### src/rtl/pq_cmd_issuer.sv
// pq_cmd_issuer: issues ENQUEUE / DEQUEUE / REPLACE commands to a priority
// queue through single-cycle strobes. Each strobe is followed by a
// per-operation idle gap, and then a response is held until it is consumed.
// Commands that cannot be serviced are answered with an error and never
// touch the queue.
// Optional: define PQ_CMD_ISSUER_STATS_EN to add saturating issue/reject
// counters (o_issue_cnt, o_reject_cnt).
module pq_cmd_issuer #(
  parameter int DATA_WIDTH  = 16,
  parameter int ENQUEUE_GAP = 4,
  parameter int DEQUEUE_GAP = 24,
  parameter int REPLACE_GAP = 4
) (
  input  logic                  CLK,
  input  logic                  RSTn,
  input  logic                  i_cmd_valid,
  output logic                  o_cmd_ready,
  input  logic [1:0]            i_cmd_op,
  input  logic [DATA_WIDTH-1:0] i_cmd_data,
  output logic                  o_rsp_valid,
  input  logic                  i_rsp_ready,
  output logic [DATA_WIDTH-1:0] o_rsp_data,
  output logic                  o_rsp_err,
  output logic                  o_pq_wrt,
  output logic                  o_pq_read,
  output logic [DATA_WIDTH-1:0] o_pq_data,
  input  logic                  i_pq_full,
  input  logic                  i_pq_empty,
  input  logic [DATA_WIDTH-1:0] i_pq_data
`ifdef PQ_CMD_ISSUER_STATS_EN
  ,
  output logic [31:0]           o_issue_cnt,
  output logic [15:0]           o_reject_cnt
`endif
);

  localparam int MAX_GAP_01 = (ENQUEUE_GAP > DEQUEUE_GAP) ? ENQUEUE_GAP : DEQUEUE_GAP;
  localparam int MAX_GAP    = (MAX_GAP_01 > REPLACE_GAP) ? MAX_GAP_01 : REPLACE_GAP;
  localparam int CNT_W      = $clog2(MAX_GAP) + 1;

  typedef enum logic [1:0] {
    S_IDLE  = 2'd0,
    S_ISSUE = 2'd1,
    S_GAP   = 2'd2,
    S_RESP  = 2'd3
  } state_t;

  typedef enum logic [1:0] {
    OP_ENQ = 2'd0,
    OP_DEQ = 2'd1,
    OP_REP = 2'd2,
    OP_RSV = 2'd3
  } op_t;

  state_t                  state_q;
  state_t                  state_d;
  op_t                     op_q;
  op_t                     cmd_op;
  logic [DATA_WIDTH-1:0]   data_q;
  logic [DATA_WIDTH-1:0]   result_q;
  logic                    err_q;
  logic [CNT_W-1:0]        gap_q;
  logic [CNT_W-1:0]        gap_load;
  logic                    accept;
  logic                    reject;

  assign cmd_op = op_t'(i_cmd_op);
  assign accept = i_cmd_valid && (state_q == S_IDLE);

  // Rejection is judged on the flags seen in the acceptance cycle.
  always_comb begin
    reject = 1'b0;
    case (cmd_op)
      OP_ENQ:  reject = i_pq_full;
      OP_DEQ:  reject = i_pq_empty;
      OP_REP:  reject = i_pq_empty;
      default: reject = 1'b1;
    endcase
  end

  // Gap counter load value for the latched op (counts down to zero).
  always_comb begin
    gap_load = '0;
    case (op_q)
      OP_ENQ:  gap_load = CNT_W'(ENQUEUE_GAP - 1);
      OP_DEQ:  gap_load = CNT_W'(DEQUEUE_GAP - 1);
      OP_REP:  gap_load = CNT_W'(REPLACE_GAP - 1);
      default: gap_load = '0;
    endcase
  end

  // State register.
  always_ff @(posedge CLK or negedge RSTn) begin
    if (!RSTn) state_q <= S_IDLE;
    else       state_q <= state_d;
  end

  // Next-state logic.
  always_comb begin
    state_d = state_q;
    case (state_q)
      S_IDLE:  if (accept) state_d = reject ? S_RESP : S_ISSUE;
      S_ISSUE: state_d = S_GAP;
      S_GAP:   if (gap_q == '0) state_d = S_RESP;
      S_RESP:  if (i_rsp_ready) state_d = S_IDLE;
      default: state_d = S_IDLE;
    endcase
  end

  // Command latch, result capture and gap countdown.
  always_ff @(posedge CLK or negedge RSTn) begin
    if (!RSTn) begin
      op_q     <= OP_ENQ;
      data_q   <= '0;
      result_q <= '0;
      err_q    <= 1'b0;
      gap_q    <= '0;
    end else begin
      case (state_q)
        S_IDLE: begin
          if (accept) begin
            op_q     <= cmd_op;
            data_q   <= i_cmd_data;
            err_q    <= reject;
            result_q <= '0;
          end
        end
        S_ISSUE: begin
          result_q <= (op_q == OP_ENQ) ? '0 : i_pq_data;
          gap_q    <= gap_load;
        end
        S_GAP: begin
          if (gap_q != '0) gap_q <= gap_q - 1'b1;
        end
        default: ;
      endcase
    end
  end

  // Outputs decoded from the current state; strobes exist only in ISSUE.
  always_comb begin
    o_cmd_ready = (state_q == S_IDLE);
    o_rsp_valid = (state_q == S_RESP);
    o_rsp_data  = (state_q == S_RESP) ? result_q : '0;
    o_rsp_err   = (state_q == S_RESP) && err_q;
    o_pq_wrt    = (state_q == S_ISSUE) && ((op_q == OP_ENQ) || (op_q == OP_REP));
    o_pq_read   = (state_q == S_ISSUE) && ((op_q == OP_DEQ) || (op_q == OP_REP));
    o_pq_data   = (state_q == S_ISSUE) ? data_q : '0;
  end

`ifdef PQ_CMD_ISSUER_STATS_EN
  logic [31:0] issue_cnt_q;
  logic [15:0] reject_cnt_q;

  // Saturating activity counters.
  always_ff @(posedge CLK or negedge RSTn) begin
    if (!RSTn) begin
      issue_cnt_q  <= '0;
      reject_cnt_q <= '0;
    end else begin
      if ((state_q == S_ISSUE) && (issue_cnt_q != '1))
        issue_cnt_q <= issue_cnt_q + 1'b1;
      if (accept && reject && (reject_cnt_q != '1))
        reject_cnt_q <= reject_cnt_q + 1'b1;
    end
  end

  assign o_issue_cnt  = issue_cnt_q;
  assign o_reject_cnt = reject_cnt_q;
`endif

endmodule

### config.mk
export PLATFORM = sky130hd
export DESIGN_NAME = pq_cmd_issuer
export DESIGN_NICKNAME = d
export VERILOG_FILES = /design/src/rtl/pq_cmd_issuer.sv
export SDC_FILE = /design/constraint.sdc
export NUM_CORES = 1
export LEC_CHECK = 0
export ABC_AREA = 0
export BUFFER_PORTS_ARGS = -buffer_cell sky130_fd_sc_hd__buf_2
export CAP_MARGIN = 5
export CORE_UTILIZATION = 35
export CTS_CLUSTER_DIAMETER = 200
export DETAILED_ROUTE_END_ITERATION = 6
export GPL_TIMING_DRIVEN = 0
export PLACE_DENSITY_LB_ADDON = 0.25
export SLEW_MARGIN = 10
export SYNTH_ARGS = -nofsm -noshare
export SYNTH_HDL_FRONTEND = slang
export SYNTH_SLANG_ARGS = --single-unit
### constraint.sdc
create_clock -name CLK -period 3.9 [get_ports CLK]
set_input_delay 0.585 -clock CLK [delete_from_list [all_inputs] [get_ports CLK]]
set_output_delay 0.585 -clock CLK [all_outputs]
set_load 0.01 [all_outputs]
=== Yosys cells after proc, flatten, opt, wreduce, memory -nomap -nowiden ===
Cells that the tools add are included.

* Bits in registers: 43
* Bits in latches: 0
* RAM bits: 0
* ROM bits: 0
* Input bits: 40
* Output and inout bits: 37
* Word-level logic and storage cells: 51
* Memories: 0

* Add/subtract/negate cells: 1
* Multipliers: 0
* Divide/modulo/power cells: 0
* Magnitude comparators: 0
* Equality and inequality tests: 11
* Shift-type cells: 0
* Muxes and demuxes: 14
* Bitwise operators: 0
* Reductions and logical operators: 19

{| class="wikitable"
|+ Operators by type and width
! cell !! number
|-
| two-way mux 16 bit || 4
|-
| one-hot mux 16 bit (2 select lines) || 1
|-
| one-hot mux 6 bit (2 select lines) || 1
|-
| one-hot mux 5 bit (2 select lines) || 1
|-
| equality test 2 bit (second input constant) || 4
|-
| two-way mux 2 bit || 4
|-
| one-hot mux 2 bit (4 select lines) || 1
|-
| equality test 2 x 1 -> 1 bit (second input constant) || 3
|-
| logical NOT 2 bit || 3
|-
| logical NOT 6 bit || 1
|-
| two-way mux 6 bit || 1
|-
| AND reduction 2 bit || 3
|-
| nonzero test 6 bit || 1
|-
| subtractor 6 x 1 -> 6 bit (second input constant) || 1
|-
| logical AND 1 bit || 4
|-
| inequality test 2 x 1 -> 1 bit (second input constant) || 2
|-
| inequality test 2 bit (second input constant) || 2
|-
| nonzero test 2 bit || 2
|-
| OR reduction 2 bit || 2
|-
| AND reduction 3 bit || 1
|-
| logical OR 1 bit || 2
|-
| one-hot mux 1 bit (2 select lines) || 1
|}

=== Longest topological paths before layout ===
* Depth after elaboration: 6
* Mapped depth: 7
* Gate-level depth less buffers: 6

=== Worst setup path before layout ===
Ideal clock, no wire load.

* Kind: register -> output
* From: register state_q[1]
* To: output o_pq_data[10]
* Arrival time: 1275 ps
* Required time: 3315 ps
* Path slack: 2040 ps
* Cell stages (with the launch flop): 6
* Buffers on the path: 2
* Path through: dfrtp_1 inv_1 ha_1 clkbuf_1 clkbuf_1 and2_1

* Word-level cells in the longest chain between the ends: 2

{| class="wikitable"
|+ RTL lines
! item !! line !! RTL
|-
| start, declared || 55 || <nowiki>state_t state_q;</nowiki>
|-
| start signal, assigned || 95 || <nowiki>else state_q <= state_d;</nowiki>
|-
| equality test 2 x 1 -> 1 bit || 148 || <nowiki>o_pq_data = (state_q == S_ISSUE) ? data_q : '0;</nowiki>
|-
| two-way mux 16 bit || 148 ||
|-
| end, declared || 26 || <nowiki>output logic [DATA_WIDTH-1:0] o_pq_data,</nowiki>
|}

Every way passes these cells.

=== Final worst setup path ===
* From: register state_q[1]
* To: output o_pq_data[11]

Same word-level chain as after synthesis.

==> metrics.txt <==
die width=81.4 µm; CP Data Required Time=3.31 ns; final setup violation count=0; sequential fraction of the synthesis area=0.488; clock tree root buffer cell=clkbuf_8; Overflow after GRT=0; # diodes=0; critical path class=register to output port; cts hold-fix bufs=0; 1st-pass router iterations=4; total negative setup slack=0 ns; via/cell ratio=4.66; Vias=1774; Ys Warns=0; commonest cells after routing, fill and taps aside=buf_2 (81), dfrtp_1 (43), nand2_1 (38), and2_1 (34), o21ai_0 (20); Tmin final=2.68 ns; Synth Instances=222; core area=0.00599 mm²; synthesized area=0.00221 mm²; cts bufs inserted=5; status=complete, no violations; Hold Path Class=input port to asynchronous set/reset pin; RSZ-0062 raised after global routing=no; first-pass GRT wire length=7.99 mm; post-synthesis net count=274; Finished Cell Area=0.00277 mm²; nets@finish=357; die area=0.00662 mm²; Distinct cells, synth=29; antenna violation net count after detailed routing=0; Hold Slack=0.437 ns; cell chain of the critical path=inv_1, ha_1, clkbuf_1, clkbuf_1, and2_1, buf_2; final hold violation count=0; R2R Path Start=state_q[0]; final wirelength=4.84 mm; initial antenna violation count=0; flops & latches, synth=43; DR WL/cell=12.7 µm; Lkg Pwr=1.42 nW; final worst-path cycle share=0.686; Slowest-stage cell, CP=dfrtp_1; P per Cell Area=686 mW/mm²; crit path max fanout=10; clock-pin slew on the worst setup and hold paths=0.08 ns; CP bufs+invs=4; 1st-iter DRT viols=40; FP Rows=28; Worst-Margin Slew=0.970 ns; Slew Limit Headroom=0.353; # port buffers=76; vias in the first global route=1712; Ports=77; hpwl dp=3.54 mm; WP data arrival=2.09 ns; CTS tree=yes; Slew Viols, Final=0; peak supply drop=0.285 mV; P&R area growth vs syn=25.4%; Worst Setup End Kind=output port; layout cells sized above 1=0.356; largest delay contributor family on the critical path=buffers and inverters; Chip Height=81.4 µm; CTS resizes=0; DRC viols=0; fmax=374 MHz; slowest stage delay, CP=0.40 ns; Initial Utilization=0.368; CP startpoint=state_q[1]; commonest non-fill, non-tap cell in the layout=buf_2; Clock Skew=0.00670 ns; Worst Setup Start Kind=register; CTS max path bufs=2; pin count of the biggest net entering global routing=44; Post-CTS Setup Inserts=0; cell mode on critical path=clkbuf_1; GPL Wtd Cong=0.797; placed standard-cell area=0.00268 mm²; Syn Area/Cell=9.94 µm²; maxcap violations=0; H-tree Lvls=2; CTS sink count=43; clk_lat worst skew=0.29 ns; Core Util, Final=0.462; gr usage total=0.160
[worst register-to-register path: cells and delay by family (launching register included)]
| family | cells | cell delay (ns) |
|---|---|---|
| AO/OA/AOI/OAI | 1 | 0.08 |
| adder cells (fa/ha/maj) | 1 | 0.30 |
| buffers and inverters | 2 | 0.53 |
| flip-flops | 1 | 0.41 |
| multiplexers | 1 | 0.43 |
| AND/OR/NAND/NOR | 1 | 0.10 |
[kinds of logic after synthesis]
kind of cell	synth area share
and+or+nand+nor	0.212
DFF	0.488
AOI/OAI and AO/OA	0.0993
buffers and inverters	0.0425
muxes	0.0908
adders and majority gates	0.0681
[metal layers]
| layer | vias up | GRT usage | routed length [µm] |
|---|---|---|---|
| li1 | 894 | - | - |
| met1 | 820 | 0.207 | 2290 |
| met2 | 55 | 0.255 | 2190 |
| met3 | 5 | 0.0449 | 302 |
| met4 | 0 | 0.0536 | 55 |
| met5 | - | 0 | 0 |
[through the flow]
step | instances | setup WS [ns] | total power, mW
after CTS | 381 | 1.13 | 1.93
after global routing | 381 | 0.996 | 2.08
after detailed placement | 373 | 1.48 | 1.64
after global placement | 373 | 1.46 | 1.61
after floorplan | 222 | 2.04 | 1.35
final | 381 | 1.22 | 1.90
[final timing paths]
check	to	slack [ns]	cells past startpoint
min in group CLK	result_q[8]	0.48	2
max in group asynchronous	data_q[11]	2.86	1
setup reg to reg	result_q[9]	1.99	6
hold / removal	data_q[5]	0.44	1
setup / recovery	o_pq_data[11]	1.22	6
hold reg to reg	result_q[8]	0.48	2
[sequential cells by signal, summed over array words and instances (netlist names)]
name,count
data_q,16
err_q,1
gap_q,6
op_q,2
result_q,16
state_q,2
[final cells by class]
type / instances / area, µm²
Tap cell: 75 / 93.8
Timing Repair Buffer: 76 / 380
Clock inverter: 2 / 12.5
Buffer: 11 / 48.8
Clock buffer: 6 / 72.6
Fill cell: 592 / 3230
Sequential cell: 43 / 1080
Inverter: 12 / 45.0
Multi-Input combinational cell: 156 / 1040
[report_power, final]
group,internal [mW],leakage [nW],switching [mW]
sequential,0.642,0.546,0.104
combinational,0.381,0.828,0.489
clock,0.125,0.0412,0.156
[synthesized netlist by cell type, drive strengths merged]
master  count  area [µm²]
o21ai      22         121
o221ai      1        8.76
nand4       2        12.5
mux2i       2        20.0
nor2b       4        25.0
nand3       3        15.0
a211oi      1        12.5
o31ai       2        15.0
o21a        1        7.51
nor2        5        18.8
a41oi       1        8.76
buf         5        25.0
or3         1        11.3
and2       34         213
a221oi      1        8.76
dfrtp      43        1080
nand2b      2        12.5
mux2       16         180
nor3        2        10.0
inv        12        45.0
clkbuf      6        23.8
a21oi       2        10.0
nand2      39         149
ha         12         150
o311ai      3        26.3
Note: power is estimated with default switching activity, not from simulation.
